## src/rtl/cache_dump_pkg.sv

```systemverilog
// Shared types and constants for the cache dump buffer.
package cache_dump_pkg;

  localparam int WORD_BYTES    = 4;
  localparam int DEFAULT_DEPTH = 128;
  localparam int DEFAULT_CNT_W = 10;

  typedef enum logic [2:0] {
    IDLE,
    ISSUE,
    WAIT,
    STALL,
    FLUSH,
    FINISH
  } state_e;

endpackage

```

## src/rtl/cache_dump_buf_word_fifo.sv

```systemverilog
// Block-RAM word FIFO with a one-cycle read stage feeding a registered valid/ready output.
// level_o counts every word held, including the read stage and the output register.
module word_fifo
  import cache_dump_pkg::*;
#(
  parameter  int DEPTH = DEFAULT_DEPTH,
  parameter  int W     = 32,
  localparam int AW    = $clog2(DEPTH)
) (
  input  logic          clk,
  input  logic          rstn,
  input  logic          push_i,
  input  logic [W-1:0]  push_data_i,
  output logic          full_o,
  output logic [AW:0]   level_o,
  output logic [W-1:0]  out_data_o,
  output logic          out_valid_o,
  input  logic          out_ready_i
);

  logic [W-1:0]  mem [DEPTH];
  logic [AW-1:0] wr_ptr_q, wr_ptr_d;
  logic [AW-1:0] rd_ptr_q, rd_ptr_d;
  logic [AW:0]   level_q, level_d;
  logic          s1_valid_q, s1_valid_d;
  logic [W-1:0]  s1_data_q;
  logic          out_valid_q, out_valid_d;
  logic [W-1:0]  out_data_q, out_data_d;

  logic          pop;
  logic          s2_load;
  logic          rd_en;
  logic [AW:0]   mem_words;

  assign pop       = out_valid_q && out_ready_i;
  assign s2_load   = s1_valid_q && (!out_valid_q || out_ready_i);
  assign mem_words = level_q - (AW+1)'(s1_valid_q) - (AW+1)'(out_valid_q);
  // Prefetch whenever the read stage is empty or is handing its word on this cycle.
  assign rd_en     = (mem_words != '0) && (!s1_valid_q || s2_load);

  always_comb begin
    wr_ptr_d    = wr_ptr_q;
    rd_ptr_d    = rd_ptr_q;
    level_d     = level_q + (AW+1)'(push_i) - (AW+1)'(pop);
    s1_valid_d  = s1_valid_q;
    out_valid_d = out_valid_q;
    out_data_d  = out_data_q;
    if (push_i) wr_ptr_d = wr_ptr_q + AW'(1);
    if (rd_en) begin
      rd_ptr_d   = rd_ptr_q + AW'(1);
      s1_valid_d = 1'b1;
    end else if (s2_load) begin
      s1_valid_d = 1'b0;
    end
    if (s2_load) begin
      out_valid_d = 1'b1;
      out_data_d  = s1_data_q;
    end else if (pop) begin
      out_valid_d = 1'b0;
    end
  end

  always_ff @(posedge clk) begin
    if (push_i) mem[wr_ptr_q] <= push_data_i;
    if (rd_en)  s1_data_q     <= mem[rd_ptr_q];
  end

  always_ff @(posedge clk or negedge rstn) begin
    if (!rstn) begin
      wr_ptr_q    <= '0;
      rd_ptr_q    <= '0;
      level_q     <= '0;
      s1_valid_q  <= 1'b0;
      out_valid_q <= 1'b0;
      out_data_q  <= '0;
    end else begin
      wr_ptr_q    <= wr_ptr_d;
      rd_ptr_q    <= rd_ptr_d;
      level_q     <= level_d;
      s1_valid_q  <= s1_valid_d;
      out_valid_q <= out_valid_d;
      out_data_q  <= out_data_d;
    end
  end

  assign full_o      = (level_q == (AW+1)'(DEPTH));
  assign level_o     = level_q;
  assign out_data_o  = out_data_q;
  assign out_valid_o = out_valid_q;

endmodule

```

## src/rtl/cache_dump_buf.sv

```systemverilog
// Sequential cache read-out into a word FIFO, drained over a valid/ready stream.
// Optional CACHE_DUMP_CHECKSUM_EN appends the two's complement of the word sum after the data.
module cache_dump_buf
  import cache_dump_pkg::*;
#(
  parameter int DEPTH = DEFAULT_DEPTH,
  parameter int CNT_W = DEFAULT_CNT_W
) (
  input  logic             clk,
  input  logic             rstn,
  input  logic             start,
  input  logic [31:0]      base_addr,
  input  logic [CNT_W-1:0] word_count,
  output logic             busy,
  output logic             done,
  output logic             cache_req,
  output logic [31:0]      cache_addr,
  input  logic             cache_ready,
  input  logic             cache_rvalid,
  input  logic [31:0]      cache_rdata,
  output logic [31:0]      out_data,
  output logic             out_valid,
  input  logic             out_ready
);

  localparam int AW = $clog2(DEPTH);

  state_e           state_q, state_d;
  logic [31:0]      addr_q, addr_d;
  logic [CNT_W-1:0] remain_q, remain_d;

  logic             push;
  logic [31:0]      push_data;
  logic             fifo_full;
  logic [AW:0]      fifo_level;
  logic [AW+1:0]    level_next;
  logic             room_after;
  logic             csum_pend;
  logic [31:0]      csum_word;

  // Occupancy after this cycle's push and pop; the single outstanding read always has a slot.
  assign level_next = {1'b0, fifo_level} + (AW+2)'(1) - (AW+2)'(out_valid && out_ready);
  assign room_after = level_next < (AW+2)'(DEPTH);

`ifdef CACHE_DUMP_CHECKSUM_EN
  localparam state_e ZERO_NEXT = FLUSH;
  logic [31:0] sum_q;
  logic        csum_pend_q;

  always_ff @(posedge clk or negedge rstn) begin
    if (!rstn) begin
      sum_q       <= '0;
      csum_pend_q <= 1'b0;
    end else if (state_q == IDLE && start) begin
      sum_q       <= '0;
      csum_pend_q <= 1'b1;
    end else if (push && state_q == WAIT) begin
      sum_q       <= sum_q + cache_rdata;
    end else if (push && state_q == FLUSH) begin
      csum_pend_q <= 1'b0;
    end
  end

  assign csum_pend = csum_pend_q;
  assign csum_word = ~sum_q + 32'd1;
`else
  localparam state_e ZERO_NEXT = FINISH;
  assign csum_pend = 1'b0;
  assign csum_word = '0;
`endif

  always_comb begin
    state_d   = state_q;
    addr_d    = addr_q;
    remain_d  = remain_q;
    push      = 1'b0;
    push_data = cache_rdata;
    cache_req = 1'b0;
    case (state_q)
      IDLE: begin
        if (start) begin
          addr_d   = base_addr & ~32'h3;
          remain_d = word_count;
          state_d  = (word_count == '0) ? ZERO_NEXT : ISSUE;
        end
      end
      ISSUE: begin
        cache_req = 1'b1;
        if (cache_ready) state_d = WAIT;
      end
      WAIT: begin
        if (cache_rvalid) begin
          push     = 1'b1;
          addr_d   = addr_q + 32'(WORD_BYTES);
          remain_d = remain_q - CNT_W'(1);
          if (remain_q == CNT_W'(1)) state_d = FLUSH;
          else if (room_after)       state_d = ISSUE;
          else                       state_d = STALL;
        end
      end
      STALL: begin
        if (!fifo_full) state_d = ISSUE;
      end
      FLUSH: begin
        if (csum_pend) begin
          if (!fifo_full) begin
            push      = 1'b1;
            push_data = csum_word;
          end
        end else if (fifo_level == '0) begin
          state_d = FINISH;
        end
      end
      FINISH:  state_d = IDLE;
      default: state_d = IDLE;
    endcase
  end

  always_ff @(posedge clk or negedge rstn) begin
    if (!rstn) begin
      state_q  <= IDLE;
      addr_q   <= '0;
      remain_q <= '0;
    end else begin
      state_q  <= state_d;
      addr_q   <= addr_d;
      remain_q <= remain_d;
    end
  end

  assign busy       = (state_q != IDLE);
  assign done       = (state_q == FINISH);
  assign cache_addr = addr_q;

  word_fifo #(
    .DEPTH (DEPTH),
    .W     (32)
  ) u_fifo (
    .clk         (clk),
    .rstn        (rstn),
    .push_i      (push),
    .push_data_i (push_data),
    .full_o      (fifo_full),
    .level_o     (fifo_level),
    .out_data_o  (out_data),
    .out_valid_o (out_valid),
    .out_ready_i (out_ready)
  );

endmodule

```

## config.mk

```make
export PLATFORM = sky130hd
export DESIGN_NAME = cache_dump_buf
export DESIGN_NICKNAME = d
export VERILOG_FILES = /design/src/rtl/cache_dump_pkg.sv /design/src/rtl/cache_dump_buf_word_fifo.sv /design/src/rtl/cache_dump_buf.sv
export SDC_FILE = /design/constraint.sdc
export NUM_CORES = 2
export LEC_CHECK = 0
export CAP_MARGIN = 20
export CORE_MARGIN = 1
export CORE_UTILIZATION = 63
export CTS_CLUSTER_DIAMETER = 80
export DETAILED_ROUTE_END_ITERATION = 8
export PLACE_DENSITY_LB_ADDON = 0.15
export SETUP_SLACK_MARGIN = 0.02
export SLEW_MARGIN = 15
export SYNTH_ARGS = -nofsm -noshare
export SYNTH_HDL_FRONTEND = slang
export SYNTH_HIERARCHICAL = 1
export SYNTH_SLANG_ARGS = --single-unit
```

## constraint.sdc

```tcl
create_clock -name clk -period 5.69 [get_ports clk]
set_clock_uncertainty 0.15 [all_clocks]
set_input_delay 1.707 -clock clk [delete_from_list [all_inputs] [get_ports clk]]
set_output_delay 1.707 -clock clk [all_outputs]
set_load 0.02 [all_outputs]
```

==> results.ini <==
[outcome]
status = completed

[yosys]
yosys.area.top_type = edfxtp_1
synth_seq_area_share_pct = 77.70
synthTopCellsByArea = edfxtp_1 (76%), mux4_2 (12%), mux2i_1 (2.5%)
yosysMostFrequentCell = edfxtp_1
async_flop_share_pct = 2.342
synth.avg_cell_area_um2 = 21.17
syn_area_um2 = 162700
syn_inst = 7687
synth_top_area_share_pct = 76.18
synth_cell_types = 74
ys_ff_latch = 4227
synthFlopType = edfxtp_1
ys_top_cells_by_count = edfxtp_1 (4128), mux4_2 (842), mux2i_1 (401)
synth_edf_count = 4128
ys_warn_count = 6

[routing]
wirelength_um = 431700
ant_nets = 0
drc = 0
routed_via_density = 7.059
drt-initial-drc-count = 12180
dr.pass1.iters = 9
vias = 84290
post_drt_wl_per_cell_um = 36.15

[worst_setup_path]
r2r_slack_ps = 1060
worstSetupStartpointType = flop
worstReg2RegEnd = u_fifo/s1_data_q[14]$_DFFE_PP_
ff2ff_path_depth = 8
end_kind = primary output
required_ps = 3830
r2r-start = u_fifo/rd_ptr_q[0]$_DFFE_PN0P_
crit_path_max_fanout = 18
critPathLaunch = state_q[1]$_DFFE_PN0P_
critPathKind = flop to primary output
cp.arrival_ps = 2930

[final_layout]
num-fill-cells = 14680
area_growth_pct = 13.32
fin_util_pct = 71.83
finalInstanceArea_um2 = 184400
fin_nets = 8342
instances_no_fill = 11940
drive_gt1_share_pct = 24.48

[clock_network]
cts.sinks = 4227
clock_path_buffers = 4
ctsHoldBuffers = 0
numCtsBuffers = 422
cts_tree = yes
cts_setup_buffers = 0
clk_latency_ps = 1040
cts-root-buf = clkbuf_16
clk_pin_slew_ps = 60
ctsResizeCount = 0
ctsHtreeMaxLevel = 5

[sta]
slew_headroom_pct = 16.14
finalHoldViolCount = 0
min_period_ps = 4789
layout_setup_ws_ps = 901.0
worst_pin_slew_ps = 1258
fmax_mhz = 208.8
rsz0062_at_grt = no
min_period_over_period_pct = 84.16
hold_ws_ps = 334.4
slew_violations = 0
finalSetupTns_ps = 0
setup_violations = 0

[grt]
grt_pass1_vias = 82980
grt_max_degree = 129
grt_util_all_layers_pct = 33.56
grt_overflow = 0
antenna_found_initial = 35
grt_pass1_wl_um = 605900

[die]
initial_core_util_pct = 63.39
ios = 148
coreArea_um2 = 256700
die_height_um = 510.2
rows = 186
die_area_um2 = 260300
die_x_um = 510.2

[hold_path]
hold_path.class = flop to flop
min_from = u_fifo/s1_data_q[30]$_DFFE_PP_
hold_end = u_fifo/out_data_o[30]$_DFFE_PN0P_
whs_path_depth = 1

[power]
peakVddDrop_uv = 405.5
pwr_density_cell_nw_per_um2 = 474.5
p_leak_nw = 58.66
total_power_mw = 87.50

[placed_design]
dpl_worst_slack_ps = 782.0
place_area_um2 = 171100
port_buffers = 143
place.gp.congestion = 0.9117
dp_hpwl_um = 251100
placedCellCount = 11180

[job]
drv_cap = 0

[cells in the final DEF (no fill, tap or decap), drive strengths merged, types with 41 or more instances in the layout]
| cell | instances |
|---|---|
| buf | 442 |
| clkbuf | 527 |
| nand2 | 210 |
| bufinv | 41 |
| a22oi | 203 |
| nand4 | 61 |
| mux4 | 842 |
| nor2 | 197 |
| clkinv | 157 |
| a221oi | 50 |
| dfrtp | 99 |
| o21ai | 103 |
| mux2i | 401 |
| a211oi | 91 |
| a21oi | 275 |
| o221ai | 44 |
| mux2 | 69 |
| o22ai | 82 |
| nand3 | 44 |
| edfxtp | 4128 |
| clkdlybuf4s50 | 110 |
[sequential cells by signal (all words and copies together) (netlist names)]
name and cells:
u_fifo/mem 4096, u_fifo/out_data_o 32, u_fifo/s1_data_q 32, cache_addr 30
remain_q 10, u_fifo/level_o 8, u_fifo/rd_ptr_q 7, u_fifo/wr_ptr_q 7
state_q 3, u_fifo/out_valid_o 1, u_fifo/s1_valid_q 1
[how the worst max path moves through the flow]
stage | to | slack, ps | cells past startpoint
2_1_floorplan | u_fifo/mem[78][0]$_DFFE_PP_ | 280 | 4
3_3_place_gp | u_fifo/mem[52][26]$_DFFE_PP_ | 770 | 8
3_5_place_dp | u_fifo/mem[52][30]$_DFFE_PP_ | 780 | 8
4_1_cts | cache_req | 890 | 3
5_1_grt | done | 810 | 3
6_report | done | 900 | 3
[cells by family after synthesis]
kind of cell               count (synthesis)  synth area share (%)
DFF                                     4227                 77.70
buffers and inverters                    469                 1.459
AOI/OAI and AO/OA                        995                 4.056
other                                      1              0.002305
xor gates and xnor gates                  22                0.1184
muxes                                   1312                 14.60
and+or+nand+nor                          625                 1.775
adders and majority gates                 36                0.2861
[power by group]
group | internal [mW] | switching (mW)
Clock | 15.6 | 11.3
Combinational | 9.86 | 14.9
Sequential | 34.8 | 1.02
Total | 60.3 | 27.2
[critical path: stages, from the launching register on]
cell	delay (ps)
dfrtp_1	700
inv_1	370
and3_1	320
clkdlybuf4s50_1	540
[layer usage]
layer,part of all wire (%),vias up,global-route usage [%]
li1,-,33370,-
met2,46,5902,50.57
met1,36,44150,48.24
met3,13,841,8.147
met5,0.037,-,0
met4,4.2,26,13.11
[area by class of cell]
cell class	count	area, µm²	area share (%)
inverter	31	116.4	0.06311
clock inverter	217	2147	1.164
tap	3384	4234	2.296
timing repair buffer	552	5364	2.909
sequential	4227	126500	68.58
antenna	11	27.53	0.01493
clock buffer	527	11070	6.002
multi-input combinational	2992	34970	18.97
(Power assumes the default switching activity.)
